===== src/rtl/block_checker_ext.sv =====
// Streaming begin/end keyword-nesting checker: tracks word-level nesting depth with
// speculative keyword counting, a confirmed high-water mark and sticky errors.
module block_checker_ext #(
  parameter int DEPTH_W   = 8,
  parameter int MAX_DEPTH = 255,
  parameter bit CASE_INS  = 1'b1,
  parameter bit WS_SEP    = 1'b0
) (
  input  logic               clk,
  input  logic               reset,
  input  logic [7:0]         in,
  input  logic               in_valid,
  output logic               result,
  output logic [DEPTH_W-1:0] depth,
  output logic [DEPTH_W-1:0] depth_hwm,
  output logic               err_underflow,
  output logic               err_overflow
);

  typedef enum logic [3:0] {
    SEP, B1, B2, B3, B4, BDONE, E1, E2, EDONE, EUF, BOF, SKIP, DEAD
  } state_t;

  localparam logic [DEPTH_W-1:0] MAX_D = DEPTH_W'(MAX_DEPTH);
  localparam logic [DEPTH_W-1:0] ONE   = DEPTH_W'(1);

  state_t             state_reg, state_next;
  logic [DEPTH_W-1:0] depth_reg, depth_next;
  logic [DEPTH_W-1:0] hwm_reg, hwm_next;
  logic               uf_reg, uf_next;
  logic               of_reg, of_next;

  logic is_sep;
  logic m_b, m_e, m_g, m_i, m_n, m_d;

  // Uppercase is accepted only when the case-insensitive option is enabled.
  function automatic logic letter(input logic [7:0] c, input logic [7:0] lower);
    return (c == lower) || (CASE_INS && (c == (lower - 8'h20)));
  endfunction

  assign is_sep = (in == 8'h20) ||
                  (WS_SEP && ((in == 8'h09) || (in == 8'h0A) || (in == 8'h0D)));
  assign m_b = letter(in, 8'h62);
  assign m_e = letter(in, 8'h65);
  assign m_g = letter(in, 8'h67);
  assign m_i = letter(in, 8'h69);
  assign m_n = letter(in, 8'h6E);
  assign m_d = letter(in, 8'h64);

  always_ff @(posedge clk) begin
    if (reset) begin
      state_reg <= SEP;
      depth_reg <= '0;
      hwm_reg   <= '0;
      uf_reg    <= 1'b0;
      of_reg    <= 1'b0;
    end else begin
      state_reg <= state_next;
      depth_reg <= depth_next;
      hwm_reg   <= hwm_next;
      uf_reg    <= uf_next;
      of_reg    <= of_next;
    end
  end

  always_comb begin
    state_next = state_reg;
    depth_next = depth_reg;
    hwm_next   = hwm_reg;
    uf_next    = uf_reg;
    of_next    = of_reg;
    if (in_valid && (state_reg != DEAD)) begin
      if (is_sep) begin
        state_next = SEP;
        case (state_reg)
          BDONE: hwm_next = (depth_reg > hwm_reg) ? depth_reg : hwm_reg;
          EUF: begin
            uf_next    = 1'b1;
            state_next = DEAD;
          end
          BOF: begin
            of_next    = 1'b1;
            state_next = DEAD;
          end
          default: ;
        endcase
      end else begin
        state_next = SKIP;
        case (state_reg)
          SEP: begin
            if (m_b)      state_next = B1;
            else if (m_e) state_next = E1;
          end
          B1: if (m_e) state_next = B2;
          B2: if (m_g) state_next = B3;
          B3: if (m_i) state_next = B4;
          E1: if (m_n) state_next = E2;
          B4: begin
            if (m_n) begin
              if (depth_reg < MAX_D) begin
                depth_next = depth_reg + ONE;
                state_next = BDONE;
              end else begin
                state_next = BOF;
              end
            end
          end
          E2: begin
            if (m_d) begin
              if (depth_reg != '0) begin
                depth_next = depth_reg - ONE;
                state_next = EDONE;
              end else begin
                state_next = EUF;
              end
            end
          end
          // A keyword that keeps growing was not a keyword: undo the speculation.
          BDONE: depth_next = depth_reg - ONE;
          EDONE: depth_next = depth_reg + ONE;
          default: ;
        endcase
      end
    end
  end

  assign depth         = depth_reg;
  assign depth_hwm     = hwm_reg;
  assign err_underflow = uf_reg;
  assign err_overflow  = of_reg;
  assign result        = (depth_reg == '0) && (state_reg != EUF) && (state_reg != BOF) &&
                         !uf_reg && !of_reg;

endmodule


===== config.mk =====
export PLATFORM = sky130hd
export DESIGN_NAME = block_checker_ext
export DESIGN_NICKNAME = d
export VERILOG_FILES = /design/src/rtl/block_checker_ext.sv
export SDC_FILE = /design/constraint.sdc
export NUM_CORES = 1
export LEC_CHECK = 0
export CAP_MARGIN = 20
export CORE_MARGIN = 5
export CORE_UTILIZATION = 57
export DETAILED_ROUTE_END_ITERATION = 8
export HOLD_SLACK_MARGIN = 0.1
export PLACE_DENSITY = 0.85
export SYNTH_ARGS = -nofsm -noshare
export SYNTH_HDL_FRONTEND = slang
export SYNTH_SLANG_ARGS = --single-unit

===== constraint.sdc =====
create_clock -name clk -period 5.9 [get_ports clk]
set_input_delay 0.885 -clock clk [delete_from_list [all_inputs] [get_ports clk]]
set_output_delay 0.885 -clock clk [all_outputs]
set_load 0.05 [all_outputs]

==> run_results.csv, run 1 <==
group,metric,value,unit
cts,clock_latency,0.33,ns
cts,cts_max_level,1,
pwr,p_leak,0.800,nW
setup_path,cp_max_fo,7,
final_layout,antennaDiodeCount,0,
placed_design,dpl.hpwl,3070,microns
logic_synthesis,synth_area_per_cell,7.94,sq um
final_layout,seqCellArea,440,sq um
logic_synthesis,synth_flop_cell,"dfxtp_1",
logic_synthesis,syn_nets,244,
cts,cts.clk_slew.worst_paths,0.14,ns
logic_synthesis,ys_async_sr_fraction,0,
placed_design,port_buffers,29,
logic_synthesis,ys_ff_latch,22,
detailed_routing,dr.first_iter.drc_count,174,
floorplan,initial_core_util,0.582,
cts,post-cts-setup-buffer-count,0,
detailed_routing,drc,0,
final_layout,syn2layout_area_growth,19.8,%
sta,rsz0062_at_grt,"false",
cts,cts_resized,0,
detailed_routing,routed_wirelength,4070,microns
floorplan,io_pins,30,
setup_path,cp.required,5.02,ns
grt,grtUsageMet1,0.262,
floorplan,core-area,0.00298,sq mm
floorplan,rows,20,
final_layout,multi_input_area,0.00120,sq mm
sta,slew-limit-headroom,0.432,
grt,antenna_found_initial,0,
detailed_routing,drt_pass1_iterations,4,
sta,setup_viol,0,
detailed_routing,drtAntennaViolNets,0,
grt,grt_pass1_wl,6890,microns
logic_synthesis,synth-simple-area-share,0.301,
setup_path,worstSetupStartpointType,"register",
floorplan,die_y,65.1,microns
cts,numCtsBuffers,3,
logic_synthesis,synthAdderAreaFrac,0.113,
setup_path,end_kind,"primary output",
detailed_routing,vias,1712,
final_layout,fillCellCount,260,
hold_path,hold_class,"register to register",
logic_synthesis,synth_top_family_by_area,"simple AND/OR/NAND/NOR gates",
pwr,irDropWorstVdd,0.121,mV
logic_synthesis,syn_area,0.00173,sq mm
final_layout,drive_above_1_share,0.0579,
placed_design,dp.cells,271,
sta,worst_pin_slew,0.849,ns
logic_synthesis,yosysWarnings,0,
cts,clock_sink_count,22,
final_layout,final_net_count,269,
grt,grt.met2_usage,0.342,
sta,fin_crit_sh,0.541,
grt,grt_start_max_net_pins,23,
logic_synthesis,synth-xor-area-share,0.0405,
sta,fmax,0.313,GHz
sta,maxSlewViolCount,0,
logic_synthesis,synth_edf_count,0,
placed_design,gp_congestion,0.905,
detailed_routing,routedWlPerCell,14.8,microns
final_layout,fin_cells,275,
floorplan,dieWidth,65.1,microns
job,max_cap_viol_count,0,
logic_synthesis,synth_compound_area_frac,0.202,
grt,grt_usage,0.201,
sta,final.setup.tns,0,ns
detailed_routing,via_per_inst,6.23,
cts,cts_buffer_depth,2,
grt,met3_usage,0.0342,
grt,busiest_layer,"met2",
sta,hold_violations,0,
floorplan,die_area,0.00424,sq mm
setup_path,worstPathArrival,2.31,ns
cts,cts-root-buf,"clkbuf_4",
cts,cts_hold_buffers,0,
sta,skew,0.0114,ns
pwr,p_per_area,173,mW/mm^2
logic_synthesis,synth_seq_area_share,0.254,
grt,grt_pass1_vias,1558,
cts,cts_tree,"built",
status,outcome,"finished, final reports clean",
logic_synthesis,yosysUniqueCellTypes,52,
grt,grt.overflow.total,0,
setup_path,critical_path_class,"register to primary output",
logic_synthesis,synthMuxAreaShare,0.0347,
logic_synthesis,synthCells,218,
sta,fin_crit,3.19,ns
setup_path,r2r_slack,2.99,ns
==> synthesized netlist by cell type (2+ instances only) <==
cell	number	area, sq um
a31oi_1	6	37.5
o21ai_0	5	25.0
a221oi_1	2	17.5
a211oi_1	2	15.0
or2_2	2	12.5
inv_1	14	52.6
nor2_1	19	71.3
nand4_1	5	31.3
o21ai_1	9	45.0
nor3_1	4	20.0
nor4_1	4	25.0
nand4b_1	2	17.5
clkbuf_1	3	11.3
a21oi_1	18	90.1
nand2_1	10	37.5
o211ai_1	2	15.0
ha_1	14	175
buf_2	6	30.0
and4_1	2	17.5
xor2_1	2	17.5
nand3_1	14	70.1
xnor2_1	6	52.6
mux2i_1	6	60.1
dfxtp_1	22	440
o41ai_1	2	17.5
or3_1	3	18.8
nor2b_1	9	56.3
==> layer usage <==
metal / wire, microns / part of all wire
met4: 37 / 0.0091
met5: 0 / 0
met1: 1800 / 0.44
met2: 2030 / 0.50
met3: 195 / 0.048
==> final timing paths <==
path                                                start                        end  cells after the start
worst min-delay path            depth_hwm[5]$_SDFFE_PP0P_  depth_hwm[5]$_SDFFE_PP0P_                      2
worst max register to register  state_reg[2]$_SDFFE_PP0P_      depth[7]$_SDFFE_PP0P_                      9
worst max-delay path                depth[2]$_SDFFE_PP0P_                     result                      4
worst min register to register  depth_hwm[5]$_SDFFE_PP0P_  depth_hwm[5]$_SDFFE_PP0P_                      2
==> logic make-up after synthesis <==
logic type / after synthesis
AOI/OAI and AO/OA: 56
and+or+nand+nor: 88
buffers and inverters: 23
adders and majority gates: 15
DFF: 22
xor gates and xnor gates: 8
muxes: 6
==> cell type report <==
type	count	area share
clock buffers	3	0.0109
clock inverters	1	0.0145
inverters	14	0.0253
multi-input cells	173	0.577
flip-flops and latches	22	0.212
well taps	33	0.0199
repair buffers	29	0.140
==> cell usage in the layout (no fill, tap or decap), types with 2 or more instances in the layout <==
master           Yosys  routed
nand2_1             10      10
xnor2_1              6       6
clkbuf_4             0       3
o21ai_0              5       5
or2_2                2       2
a31oi_1              6       6
a221oi_1             2       2
a21oi_1             18      18
o41ai_1              2       2
mux2i_1              6       6
a211oi_1             2       2
nand4b_1             2       2
nand4_1              5       5
nor4_1               4       4
clkdlybuf4s50_1      0      29
nand3_1             14      14
dfxtp_1             22      22
nor2b_1              9       9
inv_1               14      14
nor3_1               4       4
and4_1               2       2
or3_1                3       3
ha_1                14      14
o211ai_1             2       2
xor2_1               2       2
nor2_1              19      19
o21ai_1              9       9
==> per-stage QoR <==
stage	hold WS [ns]	instance area (sq um)	util	total power, mW	setup slack, ns
6_report	0.513	2070	0.697	0.359	2.71
2_1_floorplan	0.631	1730	-	0.218	2.58
4_1_cts	0.511	2070	0.697	0.358	2.72
3_3_place_gp	0.485	2020	0.679	0.239	2.87
3_5_place_dp	0.489	2020	0.679	0.240	2.76
5_1_grt	0.544	2070	0.697	0.372	2.61
==> report_power, final <==
group	internal [mW]	switching, mW
Sequential	0.152	0.0118
Combinational	0.0314	0.0424
Clock	0.0688	0.0521
==> worst max-delay path, stage by stage, from the launching register on <==
cell	delay, ns
dfxtp_1	0.42
nor4_1	0.30
nand2_1	0.15
nor4_1	0.25
clkdlybuf4s50_1	0.85
(Power assumes the default switching activity.)
==> run 2, diff against run 1 <==
- CORE_UTILIZATION: 57 -> 48
- PLACE_DENSITY: 0.85 -> 0.76
- clock period: 5.9 -> 2.7 ns (I/O delays scaled with it)
==> run 2 against run 1 <==
Against the previous run: sequential share of layout area is 1.1 points lower; cell count is 8.7% higher; worst hold slack worse by 0.0064 ns; utilization is 5.5 points lower; total power is 120% higher; register-to-register slack worse by 2.7 ns; clock-buffer cell count stayed put; global-route usage is 2.0 points lower; combinational power grew to 2.7 times the previous value; critical path depth is 5 higher; critical path type is now register to register.
==> run_results.csv, run 2 (same netlist as run 1, synthesis figures left out) <==
group,metric,value,unit
status,outcome,"finished, final reports clean",
grt,grt_pass1_wl,7490,microns
detailed_routing,vias,1798,
floorplan,initial_core_util,0.507,
cts,clock_sink_count,22,
cts,cts_buffer_depth,2,
detailed_routing,dr.first_iter.drc_count,185,
floorplan,core-area,0.00342,sq mm
floorplan,dieWidth,70.1,microns
sta,setup_ws,0.246,ns
final_layout,final_cell_mix,"clkdlybuf4s50_1 (28), dfxtp_1 (22), nor2_1 (19), a21oi_1 (18)",
cts,numCtsBuffers,3,
setup_path,critical_path_class,"register to register",
setup_path,end_kind,"register",
sta,fin_crit_sh,0.909,
setup_path,worstSetupStartpointType,"register",
floorplan,die_y,70.1,microns
pwr,irDropWorstVdd,0.273,mV
final_layout,final_net_count,280,
grt,grt_pass1_vias,1630,
grt,grt_usage,0.181,
sta,setup_viol,0,
sta,fin_crit,2.45,ns
setup_path,cp_max_fo,6,
job,max_cap_viol_count,0,
cts,cts-root-buf,"clkbuf_4",
detailed_routing,via_per_inst,6.01,
final_layout,drive_above_1_share,0.111,
floorplan,rows,21,
sta,slew-limit-headroom,0.430,
sta,skew,0.00372,ns
grt,antenna_found_initial,0,
detailed_routing,routed_wirelength,4440,microns
cts,cts_resized,0,
cts,clock_latency,0.31,ns
detailed_routing,drc,0,
placed_design,gp_congestion,1.00,
sta,hold_violations,0,
cts,cts.clk_slew.worst_paths,0.13,ns
cts,cts_hold_buffers,0,
final_layout,seqCellArea,440,sq um
placed_design,dp.cells,295,
sta,final.setup.tns,0,ns
floorplan,io_pins,30,
detailed_routing,routedWlPerCell,14.8,microns
floorplan,die_area,0.00491,sq mm
pwr,p_per_area,362,mW/mm^2
cts,post-cts-setup-buffer-count,0,
sta,worst_pin_slew,0.853,ns
final_layout,antennaDiodeCount,0,
placed_design,dpl.hpwl,3420,microns
sta,fmax,0.407,GHz
sta,maxSlewViolCount,0,
final_layout,multi_input_area,0.00121,sq mm
placed_design,post-place-ws,0.0889,ns
final_layout,fillCellCount,315,
final_layout,syn2layout_area_growth,26.5,%
detailed_routing,drt_pass1_iterations,5,
pwr,p_leak,0.873,nW
placed_design,port_buffers,29,
cts,cts_tree,"built",
sta,holdWs,0.507,ns
detailed_routing,drtAntennaViolNets,0,
cts,cts_max_level,1,
setup_path,worstPathArrival,2.69,ns
setup_path,cp.required,2.94,ns
final_layout,final_common_cell,"clkdlybuf4s50_1",
grt,grt_start_max_net_pins,23,
grt,grt.overflow.total,0,
final_layout,fin_cells,299,
hold_path,hold_class,"register to register",
-- run 2: path summary, 6_finish.rpt --
| path | startpoint | end | slack [ns] | depth (start not counted) |
|---|---|---|---|---|
| setup / recovery | state_reg[2]$_SDFFE_PP0P_ | depth[7]$_SDFFE_PP0P_ | 0.25 | 9 |
| hold / removal | depth_hwm[5]$_SDFFE_PP0P_ | depth_hwm[5]$_SDFFE_PP0P_ | 0.51 | 2 |
| setup reg to reg | state_reg[2]$_SDFFE_PP0P_ | depth[7]$_SDFFE_PP0P_ | 0.25 | 9 |
| hold reg to reg | depth_hwm[5]$_SDFFE_PP0P_ | depth_hwm[5]$_SDFFE_PP0P_ | 0.51 | 2 |
-- run 2: critical path, stage by stage (launching register included) --
cell	delay, ns
dfxtp_1	0.35
nor2b_1	0.23
and2_2	0.26
ha_1	0.25
a21oi_1	0.22
o211ai_1	0.20
o41ai_2	0.29
xor2_1	0.13
or3_1	0.32
a21oi_1	0.14
-- run 2: cell type report --
class,count,area share
tap,46,0.0263
clock inverter,1,0.0137
multi-input combinational,173,0.553
clock buffer,3,0.0103
inverter,14,0.0240
timing repair buffer,40,0.171
sequential,22,0.201
-- run 2: routing by layer --
layer  vias up  wire length (microns)  track usage
met2        65                   2040        0.278
li1        883                      -            -
met4         0                     46       0.0638
met3         4                    237       0.0172
met1       846                   2110        0.263
met5         -                      0            0
-- run 2: stage by stage --
step                power, mW   util  cell area (sq um)
floorplan               0.477      -               1740
global placement        0.539  0.623               2130
detailed placement      0.540  0.623               2130
CTS                     0.794  0.638               2180
global route            0.828  0.641               2190
finish                  0.792  0.641               2190
-- run 2: report_power, final --
part	internal, mW	switching [mW]	total, mW
clock	0.150	0.106	0.256
combinational	0.0797	0.119	0.199
sequential	0.332	0.00517	0.338
